===== src/rtl/fg_cfg_writer_if.sv =====
// Config-register write bus between a host and fg_cfg_writer.
// Ports: start_i/cfg_i/mask_i carry the request in; data_o/addr_o/wr_en_o/busy_o/done_o carry the bus and status out.
interface fg_cfg_writer_if #(
   parameter int CFG_W = 64
);

   logic             start_i;
   logic [CFG_W-1:0] cfg_i;
   logic [7:0]       mask_i;
   logic [7:0]       data_o;
   logic [2:0]       addr_o;
   logic             wr_en_o;
   logic             busy_o;
   logic             done_o;

   modport master (
      input  start_i,
      input  cfg_i,
      input  mask_i,
      output data_o,
      output addr_o,
      output wr_en_o,
      output busy_o,
      output done_o
   );

   modport slave (
      output start_i,
      output cfg_i,
      output mask_i,
      input  data_o,
      input  addr_o,
      input  wr_en_o,
      input  busy_o,
      input  done_o
   );

endinterface


===== src/rtl/fg_cfg_writer.sv =====
// Serialises a masked 8x8 config image into byte writes on the generator's config bus.
// Ports: clk_i, rstn_i (sync, active low); bus.master = start/cfg/mask in, data/addr/wr_en/busy/done out.
module fg_cfg_writer #(
   parameter int CONFIG_REG_BITWIDTH = 64,
   parameter int SETUP_CYCLES        = 2,
   parameter int STROBE_CYCLES       = 4,
   parameter int HOLD_CYCLES         = 2
) (
   input logic             clk_i,
   input logic             rstn_i,
   fg_cfg_writer_if.master bus
);

   localparam int MAX_SW =
      (SETUP_CYCLES > STROBE_CYCLES) ?
      SETUP_CYCLES : STROBE_CYCLES;
   localparam int MAX_C =
      (MAX_SW > HOLD_CYCLES) ?
      MAX_SW : HOLD_CYCLES;
   localparam int CW = $clog2(MAX_C + 1);

   localparam logic [CW-1:0] S_LD =
      CW'(SETUP_CYCLES - 1);
   localparam logic [CW-1:0] W_LD =
      CW'(STROBE_CYCLES - 1);
   localparam logic [CW-1:0] H_LD =
      CW'(HOLD_CYCLES - 1);

   typedef enum logic [2:0] {
      ST_IDLE,
      ST_SETUP,
      ST_STROBE,
      ST_HOLD,
      ST_FINISH
   } state_t;

   state_t state_q, state_d;

   logic [CW-1:0] cnt_q, cnt_d;
   logic [CONFIG_REG_BITWIDTH-1:0] img_q, img_d;
   logic [7:0] pend_q, pend_d;
   logic [7:0] data_q, data_d;
   logic [2:0] addr_q, addr_d;
   logic       wr_en_q, wr_en_d;
   logic       busy_q, busy_d;
   logic       done_q, done_d;

   logic [2:0] cap_k;
   logic [2:0] nxt_k;

   function automatic logic [2:0] lowest(
      input logic [7:0] m
   );
      lowest = 3'd0;
      for (int i = 7; i >= 0; i--) begin
         if (m[i]) lowest = 3'(i);
      end
   endfunction

   // CR0 sits in the top byte, so byte k
   // starts at bit 8*(7-k) = {~k,3'b000}.
   function automatic logic [7:0] byte_of(
      input logic [CONFIG_REG_BITWIDTH-1:0] img,
      input logic [2:0]                     k
   );
      byte_of = img[{~k, 3'b000} +: 8];
   endfunction

   assign cap_k = lowest(bus.mask_i);
   assign nxt_k = lowest(pend_q);

   always_comb begin
      state_d = state_q;
      cnt_d   = cnt_q;
      img_d   = img_q;
      pend_d  = pend_q;
      data_d  = data_q;
      addr_d  = addr_q;

      unique case (state_q)
         ST_IDLE: begin
            if (bus.start_i) begin
               img_d = bus.cfg_i;
               if (|bus.mask_i) begin
                  state_d = ST_SETUP;
                  cnt_d   = S_LD;
                  addr_d  = cap_k;
                  data_d  = byte_of(bus.cfg_i, cap_k);
                  // pend holds registers still to write
                  pend_d  = bus.mask_i
                          & ~(8'd1 << cap_k);
               end else begin
                  pend_d  = 8'd0;
                  state_d = ST_FINISH;
               end
            end
         end

         ST_SETUP: begin
            if (cnt_q == '0) begin
               state_d = ST_STROBE;
               cnt_d   = W_LD;
            end else begin
               cnt_d = cnt_q - 1'b1;
            end
         end

         ST_STROBE: begin
            if (cnt_q == '0) begin
               state_d = ST_HOLD;
               cnt_d   = H_LD;
            end else begin
               cnt_d = cnt_q - 1'b1;
            end
         end

         ST_HOLD: begin
            if (cnt_q == '0) begin
               if (|pend_q) begin
                  state_d = ST_SETUP;
                  cnt_d   = S_LD;
                  addr_d  = nxt_k;
                  data_d  = byte_of(img_q, nxt_k);
                  pend_d  = pend_q
                          & ~(8'd1 << nxt_k);
               end else begin
                  state_d = ST_FINISH;
               end
            end else begin
               cnt_d = cnt_q - 1'b1;
            end
         end

         ST_FINISH: begin
            state_d = ST_IDLE;
         end

         default: begin
            state_d = ST_IDLE;
         end
      endcase

      // Status flags are registered from the
      // next state so they never glitch.
      wr_en_d = (state_d == ST_STROBE);
      busy_d  = (state_d == ST_SETUP)
             || (state_d == ST_STROBE)
             || (state_d == ST_HOLD);
      done_d  = (state_d == ST_FINISH);
   end

   always_ff @(posedge clk_i) begin
      if (!rstn_i) begin
         state_q <= ST_IDLE;
         cnt_q   <= '0;
         img_q   <= '0;
         pend_q  <= '0;
         data_q  <= '0;
         addr_q  <= '0;
         wr_en_q <= 1'b0;
         busy_q  <= 1'b0;
         done_q  <= 1'b0;
      end else begin
         state_q <= state_d;
         cnt_q   <= cnt_d;
         img_q   <= img_d;
         pend_q  <= pend_d;
         data_q  <= data_d;
         addr_q  <= addr_d;
         wr_en_q <= wr_en_d;
         busy_q  <= busy_d;
         done_q  <= done_d;
      end
   end

   assign bus.data_o  = data_q;
   assign bus.addr_o  = addr_q;
   assign bus.wr_en_o = wr_en_q;
   assign bus.busy_o  = busy_q;
   assign bus.done_o  = done_q;

endmodule


===== src/flat_wrapper.sv =====
// flat-port wrapper written by rule: the top's interface ports become plain ports
module fg_cfg_writer_flat 
#(
   parameter int CONFIG_REG_BITWIDTH = 64,
   parameter int SETUP_CYCLES        = 2,
   parameter int STROBE_CYCLES       = 4,
   parameter int HOLD_CYCLES         = 2
)
  (clk_i, rstn_i, bus_start_i, bus_cfg_i, bus_mask_i, bus_data_o, bus_addr_o, bus_wr_en_o, bus_busy_o, bus_done_o);
  fg_cfg_writer_if bus_i ();
  input logic clk_i;
  input logic rstn_i;
  input wire logic [$bits(bus_i.start_i)-1:0] bus_start_i;
  input wire logic [$bits(bus_i.cfg_i)-1:0] bus_cfg_i;
  input wire logic [$bits(bus_i.mask_i)-1:0] bus_mask_i;
  output wire logic [$bits(bus_i.data_o)-1:0] bus_data_o;
  output wire logic [$bits(bus_i.addr_o)-1:0] bus_addr_o;
  output wire logic [$bits(bus_i.wr_en_o)-1:0] bus_wr_en_o;
  output wire logic [$bits(bus_i.busy_o)-1:0] bus_busy_o;
  output wire logic [$bits(bus_i.done_o)-1:0] bus_done_o;
  assign bus_i.start_i = bus_start_i;
  assign bus_i.cfg_i = bus_cfg_i;
  assign bus_i.mask_i = bus_mask_i;
  assign bus_data_o = bus_i.data_o;
  assign bus_addr_o = bus_i.addr_o;
  assign bus_wr_en_o = bus_i.wr_en_o;
  assign bus_busy_o = bus_i.busy_o;
  assign bus_done_o = bus_i.done_o;
  fg_cfg_writer #(.CONFIG_REG_BITWIDTH(CONFIG_REG_BITWIDTH), .SETUP_CYCLES(SETUP_CYCLES), .STROBE_CYCLES(STROBE_CYCLES), .HOLD_CYCLES(HOLD_CYCLES)) u_core (.clk_i(clk_i), .rstn_i(rstn_i), .bus(bus_i));
endmodule

===== config.mk =====
export PLATFORM = sky130hd
export DESIGN_NAME = fg_cfg_writer_flat
export DESIGN_NICKNAME = d
export VERILOG_FILES = /design/src/rtl/fg_cfg_writer_if.sv /design/src/rtl/fg_cfg_writer.sv /design/src/flat_wrapper.sv
export SDC_FILE = /design/constraint.sdc
export NUM_CORES = 1
export LEC_CHECK = 0
export ABC_AREA = 0
export CORE_ASPECT_RATIO = 1.2
export CORE_MARGIN = 4
export CORE_UTILIZATION = 58
export CTS_BUF_LIST = sky130_fd_sc_hd__clkbuf_4
export DETAILED_ROUTE_END_ITERATION = 8
export HOLD_SLACK_MARGIN = 0.12
export PLACE_DENSITY = 0.89
export SLEW_MARGIN = 10
export SYNTH_ARGS = -nofsm -noshare
export SYNTH_HDL_FRONTEND = slang
export SYNTH_SLANG_ARGS = --single-unit

===== constraint.sdc =====
create_clock -name clk_i -period 6.68 [get_ports clk_i]
set_input_delay 1.002 -clock clk_i [delete_from_list [all_inputs] [get_ports clk_i]]
set_output_delay 1.002 -clock clk_i [all_outputs]
set_load 0.01 [all_outputs]

==> results of run 1 <==
where the power goes:
group	leakage [nW]	switching (mW)	internal (mW)
registers	0.755	0.0473	0.616
clock network	0.0814	0.205	0.122
logic	1.19	0.265	0.193
total	2.03	0.517	0.931
cells in the mapped netlist (all sizes together), types with 9 or more instances:
cell type | count | share of area
nand2 | 145 | 0.12
a221oi | 9 | 0.020
nor2 | 24 | 0.019
a222oi | 10 | 0.021
clkbuf | 31 | 0.025
a21boi | 71 | 0.11
o21ai | 25 | 0.026
a22oi | 11 | 0.017
buf | 11 | 0.014
mux2i | 22 | 0.047
a21oi | 13 | 0.014
dfxtp | 92 | 0.39
mux2 | 10 | 0.024
cells by family after synthesis:
group           synth area share
buf+inv                   0.0442
mux                       0.0705
flops                      0.390
xor+xnor                 0.00186
simple gates               0.203
compound gates             0.290
worst max-delay path: cells and delay by family:
family / cells / cell delay, ps
AOI/OAI and AO/OA: 4 / 1270
buffers and inverters: 1 / 490
and+or+nand+nor: 2 / 810
per-layer routing:
metal	wire, um	vias up	global-route usage
met5	0	-	0
met4	920	0	0.176
met3	1200	73	0.0660
met2	7060	269	0.521
met1	5380	2231	0.338
li1	-	2195	-
flip-flops by register name, indices dropped and copies added, names as in the netlist:
register,cells
u_core.bus.data_o,8
u_core.bus.wr_en_o,1
u_core.bus.addr_o,3
u_core.img_q,64
u_core.pend_q,8
u_core.bus.done_o,1
u_core.bus.busy_o,1
u_core.state_q,3
u_core.cnt_q,3
worst max-delay path by stage:
| stage | to | cells past startpoint | startpoint |
|---|---|---|---|
| 2_1_floorplan | u_core.bus.data_o[4]$_SDFFE_PN0P_ | 7 | bus_mask_i[5] |
| 3_3_place_gp | u_core.bus.addr_o[0]$_SDFFE_PN0P_ | 7 | bus_start_i |
| 3_5_place_dp | u_core.bus.addr_o[0]$_SDFFE_PN0P_ | 7 | bus_start_i |
| 4_1_cts | u_core.bus.addr_o[0]$_SDFFE_PN0P_ | 7 | bus_start_i |
| 5_1_grt | u_core.bus.data_o[3]$_SDFFE_PN0P_ | 7 | u_core.state_q[2]$_SDFF_PN0_ |
| 6_report | u_core.bus.data_o[4]$_SDFFE_PN0P_ | 7 | bus_mask_i[5] |
layout make-up:
class | count | area, um2 | share of cell area
tap | 92 | 115 | 0.0201
multi-input combinational | 434 | 2700 | 0.471
clock buffer | 10 | 75.1 | 0.0131
inverter | 7 | 26.3 | 0.00458
timing repair buffer | 92 | 906 | 0.158
clock inverter | 6 | 70.1 | 0.0122
sequential | 92 | 1840 | 0.321
==> metrics.cfg, run 1 <==
[yosys]
synthFlopType=dfxtp_1
synth_area_um2=4720
netlist_instances=575
seq_area_frac_synth=0.390
async_flop_share=0
yosysUniqueCellTypes=55
ys_warn_count=0
synth_edf_count=0
syn_avg_cell_area_um2=8.21
synth-seq-cells=92
synth_nets=650

[placed_design]
hpwl_um=10600
portBuffers=88
pre_cts_ws_ps=3100
dp_cells=717
routabilityCongestion=1.00
postPlaceCellArea_um2=5590

[setup_path]
worstSetupPathType=in -> reg
crit_slowest_cell=a2bb2oi_1
ff2ff_setup_slack_ps=3640
path_max_fanout=10
reg2regPathDepth=7
crit_path_end_kind=flop
max_stage_delay_ps=770
crit_chain=clkdlybuf4s50_1 > or3_1 > a2bb2oi_1 > and2_1 > a221o_1 > a211oi_2 > a21oi_1
regToRegStartpoint=u_core.state_q[2]$_SDFF_PN0_
crit_arrival_ps=3570
critPathRequiredTime_ps=7060
rr_endpoint=u_core.bus.addr_o[0]$_SDFFE_PN0P_
critPathLaunchType=input pin

[cells_and_area]
drive_gt1_frac=0.0655
layout_common_cells=nand2_1 (144), dfxtp_1 (92), clkdlybuf4s50_1 (87)
nets=711
stdcell_area_um2=5730
final_common_cell=nand2_1
fillers=603
insertedDiodeCount=0
final_core_util=0.735
layout-area-overhead-vs-synth_pct=21.4
final_cells=733

[grt]
grt_antenna_before_repair=0
grt_pass1_vias=4573
grt_first_pass_wirelength_um=22700
grt_max_degree=92
grt_overflow=0
grtUsageTotal=0.300

[worst_hold_path]
holdPathEnd=u_core.img_q[40]$_SDFFE_PN0P_
min_path_type=reg -> reg
hold_path.startpoint=u_core.img_q[40]$_SDFFE_PN0P_
min_path_cells=2

[sta]
fin_worst_skew_ps=24.0
fin_ws_ps=3480
drv_slew=0
fin_crit_sh=0.479
finalHoldViolCount=0
finalSetupTns_ps=0
slew_headroom=0.201
hold_ws_ps=474
worst_pin_slew_ps=1190
finalSetupViolCount=0
period_needed_ps=3200
max_freq_ghz=0.313
rsz0062_at_grt=no

[clock_network]
clkSinkCount=92
post-cts-setup-buffers=0
cts-resized-gates=0
cts_root_buf=clkbuf_4
cts_made_buffers=9
clockBufferDepth=2
htreeDepth=3
cts_tree=done
clock_latency_ps=470
clkTransAtPathRegs_ps=150
postCtsHoldBufs=0

[power]
ir_drop_mv=0.145
total_power_mw=1.45
p_leak_nw=2.03
powerDensity_nw_per_um2=253

[route]
wl_per_cell_um=19.9
ant_nets=0
viasPerCell=6.50
routed_wl_um=14600
drt_first_pass_iters=9
num_vias=4768
initialDrtViolationCount=549
drc_errors=4

[run_status]
violations=DRC
status=finished, violations left

[run]
cap_violations=0

[floorplanning]
ios=89
num_rows=35
die_width_um=90.4
core_um2=7790
die-area_um2=9660
die_h_um=107
start_util=0.606

Note: power is estimated with default switching activity, not from simulation.
==> run 2: changes to the inputs <==
CORE_UTILIZATION = 54   (was 58)
PLACE_DENSITY = 0.83   (was 0.89)
clock period = 3 ns   (was 6.68 ns; I/O delays follow)
==> run 2 against run 1 <==
  * The flow now finishes without violations
  * Clock power is 85% higher
  * Total power is 120% higher
  * Design area is 1.8% higher
  * Die area is 6.8% higher
  * Combinational power is 130% higher
  * Final cell count is 4.6% higher
  * Worst setup slack worse by 3100 ps
  * Register-to-register slack worse by 3300 ps
  * Sequential power is 120% higher
  * Via count is 1.8% lower
  * First-iteration DRC count is 20% lower
  * Sequential share of layout area is 0.57 points lower
  * Largest cell class unchanged
  * Highest routed layer unchanged
==> metrics.cfg, run 2 (same netlist as run 1, synthesis figures left out) <==
[sta]
fin_ws_ps=358  ; was 3480 ps
rsz0062_at_grt=no  ; unchanged
fin_worst_skew_ps=17.3  ; was 24.0 ps
finalSetupTns_ps=0  ; unchanged
slew_headroom=0.339  ; was 0.201
max_freq_ghz=0.378
finalSetupViolCount=0  ; unchanged
finalHoldViolCount=0  ; unchanged
fin_crit_sh=0.881
drv_slew=0  ; unchanged
period_needed_ps=2640
hold_ws_ps=473  ; was 474 ps
worst_pin_slew_ps=991  ; was 1190 ps

[setup_path]
worstSetupPathType=reg -> reg  ; was in -> reg
reg2regPathDepth=7  ; unchanged
regToRegStartpoint=u_core.pend_q[5]$_SDFFE_PN0P_  ; was u_core.state_q[2]$_SDFF_PN0_
rr_endpoint=u_core.bus.data_o[5]$_SDFFE_PN0P_  ; was u_core.bus.addr_o[0]$_SDFFE_PN0P_
critPathRequiredTime_ps=3290  ; was 7060 ps
ff2ff_setup_slack_ps=360  ; was 3640 ps
crit_path_start=u_core.pend_q[5]$_SDFFE_PN0P_  ; was bus_mask_i[5]
crit_path_end_kind=flop  ; unchanged
crit_end=u_core.bus.data_o[5]$_SDFFE_PN0P_  ; was u_core.bus.data_o[4]$_SDFFE_PN0P_
crit_arrival_ps=2930  ; was 3570 ps
critPathLaunchType=flop  ; was input pin
path_max_fanout=19  ; was 10

[route]
routed_wl_um=14800  ; was 14600 um
initialDrtViolationCount=438  ; was 549
num_vias=4681  ; was 4768
wl_per_cell_um=19.3  ; was 19.9 um
ant_nets=0  ; unchanged
drt_first_pass_iters=7  ; was 9
viasPerCell=6.10  ; was 6.50
drc_errors=0  ; was 4

[clock_network]
htreeDepth=3  ; unchanged
clock_latency_ps=450  ; was 470 ps
post-cts-setup-buffers=0  ; unchanged
clkTransAtPathRegs_ps=140  ; was 150 ps
cts_root_buf=clkbuf_4  ; unchanged
cts-resized-gates=0  ; unchanged
clockBufferDepth=2  ; unchanged
postCtsHoldBufs=0  ; unchanged
cts_tree=done  ; unchanged
clkSinkCount=92  ; unchanged
cts_made_buffers=9  ; unchanged

[cells_and_area]
nets=721  ; was 711
final_cells=767  ; was 733
top_register=u_core.img_q  ; unchanged
layout-area-overhead-vs-synth_pct=23.6  ; was 21.4%
drive_gt1_frac=0.0754  ; was 0.0655
stdcell_area_um2=5830  ; was 5730 um2
insertedDiodeCount=0  ; unchanged
largest_reg_flops=64  ; unchanged
fillers=750  ; was 603
final_core_util=0.681  ; was 0.735
layout_common_cells=nand2_1 (144), dfxtp_1 (92), clkdlybuf4s50_1 (87)  ; unchanged
final_common_cell=nand2_1  ; unchanged

[grt]
grtUsageMet2=0.503  ; was 0.521
grt_first_pass_wirelength_um=23100  ; was 22700 um
grtUsageTotal=0.284  ; was 0.300
grt_overflow=0  ; unchanged
gr-usage-met1=0.335  ; was 0.338
grt_max_degree=63  ; was 92
busiest_layer=met2  ; unchanged
grt_pass1_vias=4540  ; was 4573
globalRouteMet3Util=0.0450  ; was 0.0660
grt_antenna_before_repair=0  ; unchanged

[power]
total_power_mw=3.14  ; was 1.45 mW
powerDensity_nw_per_um2=539  ; was 253 nW/um2
power.switching_mw=1.14  ; was 517 uW
seqPwrFrac=0.468  ; was 0.458
p_leak_nw=2.07  ; was 2.03 nW
combPwrFrac=0.340  ; was 0.316
p_clk_frac=0.192  ; was 0.226
p_sw_frac=0.364  ; was 0.357
ir_drop_mv=0.368  ; was 0.145 mV
intPower_mw=2.00  ; was 931 uW

[floorplanning]
die_h_um=110  ; was 107 um
die-area_um2=10300  ; was 9660 um2
start_util=0.551  ; was 0.606
num_rows=37  ; was 35
ios=89  ; unchanged
die_width_um=93.4  ; was 90.4 um
core_um2=8560  ; was 7790 um2

[placed_design]
portBuffers=88  ; unchanged
postPlaceCellArea_um2=5730  ; was 5590 um2
routabilityCongestion=0.958  ; was 1.00
hpwl_um=10900  ; was 10600 um
pre_cts_ws_ps=131  ; was 3100 ps
dp_cells=752  ; was 717

[run]
cap_violations=0  ; unchanged

[run_status]
status=finished, final reports clean  ; was finished, violations left

[worst_hold_path]
min_path_type=reg -> reg  ; unchanged
hold_path.startpoint=u_core.img_q[11]$_SDFFE_PN0P_  ; was u_core.img_q[40]$_SDFFE_PN0P_

-- run 2: power groups by stage --
stage	Clock, mW	Sequential, mW	Combinational [mW]
finish	0.604	1.47	1.07
global placement	0	1.49	1.03
CTS	0.605	1.47	1.05
global route	0.662	1.49	1.15
floorplan	0	1.48	0.638
detailed placement	0	1.50	1.05
-- run 2: layout make-up --
type	count	area, um2	area share
Timing Repair Buffer	102	1020	0.175
Inverter	7	26.3	0.00450
Tap cell	117	146	0.0251
Sequential cell	92	1840	0.316
Multi-Input combinational cell	434	2690	0.462
Clock inverter	6	41.3	0.00708
Clock buffer	9	67.6	0.0116
-- run 2: how the worst min path moves through the flow --
stage | end | slack, ps | cells after the start
floorplan | u_core.img_q[1]$_SDFFE_PN0P_ | 440 | 2
global placement | u_core.img_q[0]$_SDFFE_PN0P_ | 450 | 2
detailed placement | u_core.img_q[14]$_SDFFE_PN0P_ | 460 | 2
CTS | u_core.img_q[19]$_SDFFE_PN0P_ | 470 | 2
global route | u_core.img_q[19]$_SDFFE_PN0P_ | 490 | 2
finish | u_core.img_q[11]$_SDFFE_PN0P_ | 470 | 2
-- run 2: routing by layer --
metal  share of wire  routed length (um)
met2            0.52                7700
met1            0.38                5630
met3           0.065                 966
met4           0.036                 533
met5               0                   0
-- run 2: critical path, cell delays in order (launching register included) --
cell and delay, ps:
dfxtp_1 490, nor2_1 120, a221oi_4 250, buf_4 350, mux2_2 390, a222oi_1 520, o22a_1 260, a31oi_1 90
==> run 3: changes to the inputs <==
ABC_AREA = 1   (was 0)
CORE_UTILIZATION = 59   (was 54)
PLACE_DENSITY = 0.89   (was 0.83)
clock period = 3.23 ns   (was 3 ns; I/O delays follow)
==> run 3 against run 2 <==
  * Final cell count rose by 25%
  * Total power rose by 18%
  * First-iteration DRC count rose by 86%
  * Clock skew rose by 0.73 ps
  * Critical endpoint is now u_core.bus.data_o[1]$_SDFFE_PN0P_
  * Largest power group is now combinational logic
==> metrics.cfg, run 3 <==
[placed_design]
dp_cells=943  ; was 752
postPlaceCellArea_um2=5950  ; was 5730 um2
portBuffers=88  ; unchanged
pre_cts_ws_ps=441  ; was 131 ps
routabilityCongestion=0.990  ; was 0.958
hpwl_um=11600  ; was 10900 um

[sta]
worst_pin_slew_ps=826  ; was 991 ps
finalSetupViolCount=0  ; unchanged
finalSetupTns_ps=0  ; unchanged
finalHoldViolCount=0  ; unchanged
fin_crit_sh=0.807  ; was 0.881
slew_headroom=0.448  ; was 0.339
rsz0062_at_grt=no  ; unchanged
drv_slew=0  ; unchanged
fin_worst_skew_ps=18.0  ; was 17.3 ps
max_freq_ghz=0.383  ; was 0.378 GHz
fin_ws_ps=622  ; was 358 ps
period_needed_ps=2610  ; was 2640 ps

[cells_and_area]
top_register=u_core.img_q  ; unchanged
final_cells=960  ; was 767
drive_gt1_frac=0.0722  ; was 0.0754
stdcell_area_um2=6080  ; was 5830 um2
layout-area-overhead-vs-synth_pct=19.5  ; was 23.6%
final_common_cell=nand2_1  ; unchanged
nets=915  ; was 721
fillers=718  ; was 750
layout_common_cells=nand2_1 (255), nand3_1 (111), dfxtp_1 (92)  ; was nand2_1 (144), dfxtp_1 (92), clkdlybuf4s50_1 (87)
largest_reg_flops=64  ; unchanged

[grt]
grt_max_degree=65  ; was 63
grt_first_pass_wirelength_um=25900  ; was 23100 um
grtUsageTotal=0.324  ; was 0.284
grt_antenna_before_repair=1  ; was 0
grt_overflow=0  ; unchanged
grt_pass1_vias=5308  ; was 4540

[setup_path]
max_stage_delay_ps=540  ; was 520 ps
ff2ff_setup_slack_ps=620  ; was 360 ps
path_buf_inv=1  ; unchanged
crit_top_cell=nand2_1
crit_path_end_kind=flop  ; unchanged
worstSetupPathType=reg -> reg  ; unchanged
critPathRequiredTime_ps=3610  ; was 3290 ps
cpLargestDelayFamily=simple AND/OR/NAND/NOR gates  ; was compound AO/OA/AOI/OAI gates
worst-path-stages=14  ; was 7
path_max_fanout=20  ; was 19
crit_chain=inv_2 > nand2_1 > nand2_1 > nand2_1 > nand2_4 > nand2_4 > nand2_4 > nand2_1 > nand3_1 > nand3_1 > nand2_1 > nand3_1 > nor2_1 > nor2_1  ; was nor2_1 > a221oi_4 > buf_4 > mux2_2 > a222oi_1 > o22a_1 > a31oi_1
critPathLaunchType=flop  ; unchanged
rr_endpoint=u_core.bus.data_o[1]$_SDFFE_PN0P_  ; was u_core.bus.data_o[5]$_SDFFE_PN0P_
regToRegStartpoint=u_core.pend_q[6]$_SDFFE_PN0P_  ; was u_core.pend_q[5]$_SDFFE_PN0P_
reg2regPathDepth=14  ; was 7
crit_slowest_cell=nand2_1  ; was a222oi_1
crit_arrival_ps=2980  ; was 2930 ps

[yosys]
yosysUniqueCellTypes=32  ; was 55
yosysMostFrequentCell=nand2_1  ; unchanged
syn_avg_cell_area_um2=6.52  ; was 8.21 um2
synth_area_um2=5090  ; was 4720 um2
async_flop_share=0  ; unchanged
yosys-top-cells-count=nand2_1 (256), nand3_1 (111), dfxtp_1 (92)  ; was nand2_1 (145), dfxtp_1 (92), a21boi_0 (71)
ys_top_cells_by_area=dfxtp_1 (36%), nand2_1 (19%), nand3_1 (11%)  ; was dfxtp_1 (39%), nand2_1 (12%), a21boi_0 (11%)
seq_area_frac_synth=0.362  ; was 0.390
ys_warn_count=0  ; unchanged
synth_nets=855  ; was 650
synth_edf_count=0  ; unchanged
synth_top_cell_by_area=dfxtp_1  ; unchanged
netlist_instances=780  ; was 575
synthFlopType=dfxtp_1  ; unchanged
netlist.area_leader.share=0.362  ; was 0.390
synth-seq-cells=92  ; unchanged

[route]
wl_per_cell_um=17.3  ; was 19.3 um
initialDrtViolationCount=815  ; was 438
drc_errors=0  ; unchanged
viasPerCell=6.07  ; was 6.10
ant_nets=0  ; unchanged
routed_wl_um=16600  ; was 14800 um
drt_first_pass_iters=7  ; unchanged
num_vias=5830  ; was 4681

[floorplanning]
core_um2=8290  ; was 8560 um2
die_h_um=110  ; about the same
die_width_um=92.8  ; was 93.4 um
ios=89  ; unchanged
num_rows=36  ; was 37
start_util=0.614  ; was 0.551
die-area_um2=10200  ; was 10300 um2

[clock_network]
clkTransAtPathRegs_ps=140  ; about the same
clockBufferDepth=2  ; unchanged
post-cts-setup-buffers=0  ; unchanged
cts-resized-gates=0  ; unchanged
cts_tree=done  ; unchanged
clkSinkCount=92  ; unchanged
clock_latency_ps=470  ; was 450 ps
postCtsHoldBufs=0  ; unchanged
cts_root_buf=clkbuf_4  ; unchanged
cts_made_buffers=9  ; unchanged
htreeDepth=3  ; unchanged

[worst_hold_path]
hold_path.startpoint=u_core.img_q[19]$_SDFFE_PN0P_  ; was u_core.img_q[11]$_SDFFE_PN0P_
holdPathEnd=u_core.img_q[19]$_SDFFE_PN0P_  ; was u_core.img_q[11]$_SDFFE_PN0P_
min_path_cells=2  ; unchanged
min_path_type=reg -> reg  ; unchanged

[power]
total_power_mw=3.70  ; was 3.14 mW
p_leak_nw=2.50  ; was 2.07 nW
powerDensity_nw_per_um2=608  ; was 539 nW/um2
ir_drop_mv=0.347  ; was 0.368 mV

[run]
cap_violations=0  ; unchanged

[run_status]
status=finished, final reports clean  ; unchanged

==> run 3: metrics by stage <==
step	hold slack, ps	util
CTS	475	0.734
detailed placement	456	0.718
finish	475	0.734
floorplan	444	-
global placement	452	0.718
global route	489	0.734
==> run 3: final cells by class <==
cell class	instances	area (um2)	area share
clock inverters	6	55.1	0.00905
multi-input cells	585	2800	0.460
diodes	1	2.50	0.000411
flip-flops and latches	92	1840	0.303
inverters	58	218	0.0358
well taps	114	143	0.0235
clock buffers	10	75.1	0.0123
repair buffers	94	951	0.156
==> run 3: how the worst max path moves through the flow <==
stage / start / endpoint / slack, ps
floorplan: bus_mask_i[6] / u_core.bus.data_o[0]$_SDFFE_PN0P_ / 1560
global placement: bus_mask_i[5] / u_core.bus.data_o[1]$_SDFFE_PN0P_ / 520
detailed placement: bus_mask_i[5] / u_core.bus.data_o[1]$_SDFFE_PN0P_ / 440
CTS: u_core.pend_q[6]$_SDFFE_PN0P_ / u_core.bus.data_o[1]$_SDFFE_PN0P_ / 690
global route: u_core.pend_q[6]$_SDFFE_PN0P_ / u_core.bus.data_o[7]$_SDFFE_PN0P_ / 460
finish: u_core.pend_q[6]$_SDFFE_PN0P_ / u_core.bus.data_o[1]$_SDFFE_PN0P_ / 620
==> run 3: worst min-delay path, stage by stage (launching register included) <==
cell and delay [ps]:
dfxtp_1 330, nand2_1 60, a21oi_1 60
==> run 3: routing by layer <==
metal	share of wire	global-route usage	vias up
li1	-	-	2715
met1	0.38	0.402	2637
met2	0.47	0.542	418
met3	0.11	0.0609	60
met4	0.037	0.157	0
met5	0	0	-
==> run 3: cell families (layout without fill, tap and decap cells) <==
group / Yosys count / in the layout / share of synthesized area
and+or+nand+nor: 473 / 473 / 0.430
AOI/OAI and AO/OA: 112 / 112 / 0.119
DFF: 92 / 92 / 0.362
buffers and inverters: 103 / 168 / 0.0890
other: 0 / 1 / 0
==> run 3: power breakdown <==
group          internal (mW)  total (mW)  switching [mW]  leakage [nW]
clock                  0.239       0.636           0.398        0.0797
sequential              1.35        1.47           0.121         0.756
combinational          0.535        1.59            1.06          1.67
total                   2.12        3.70            1.58          2.50
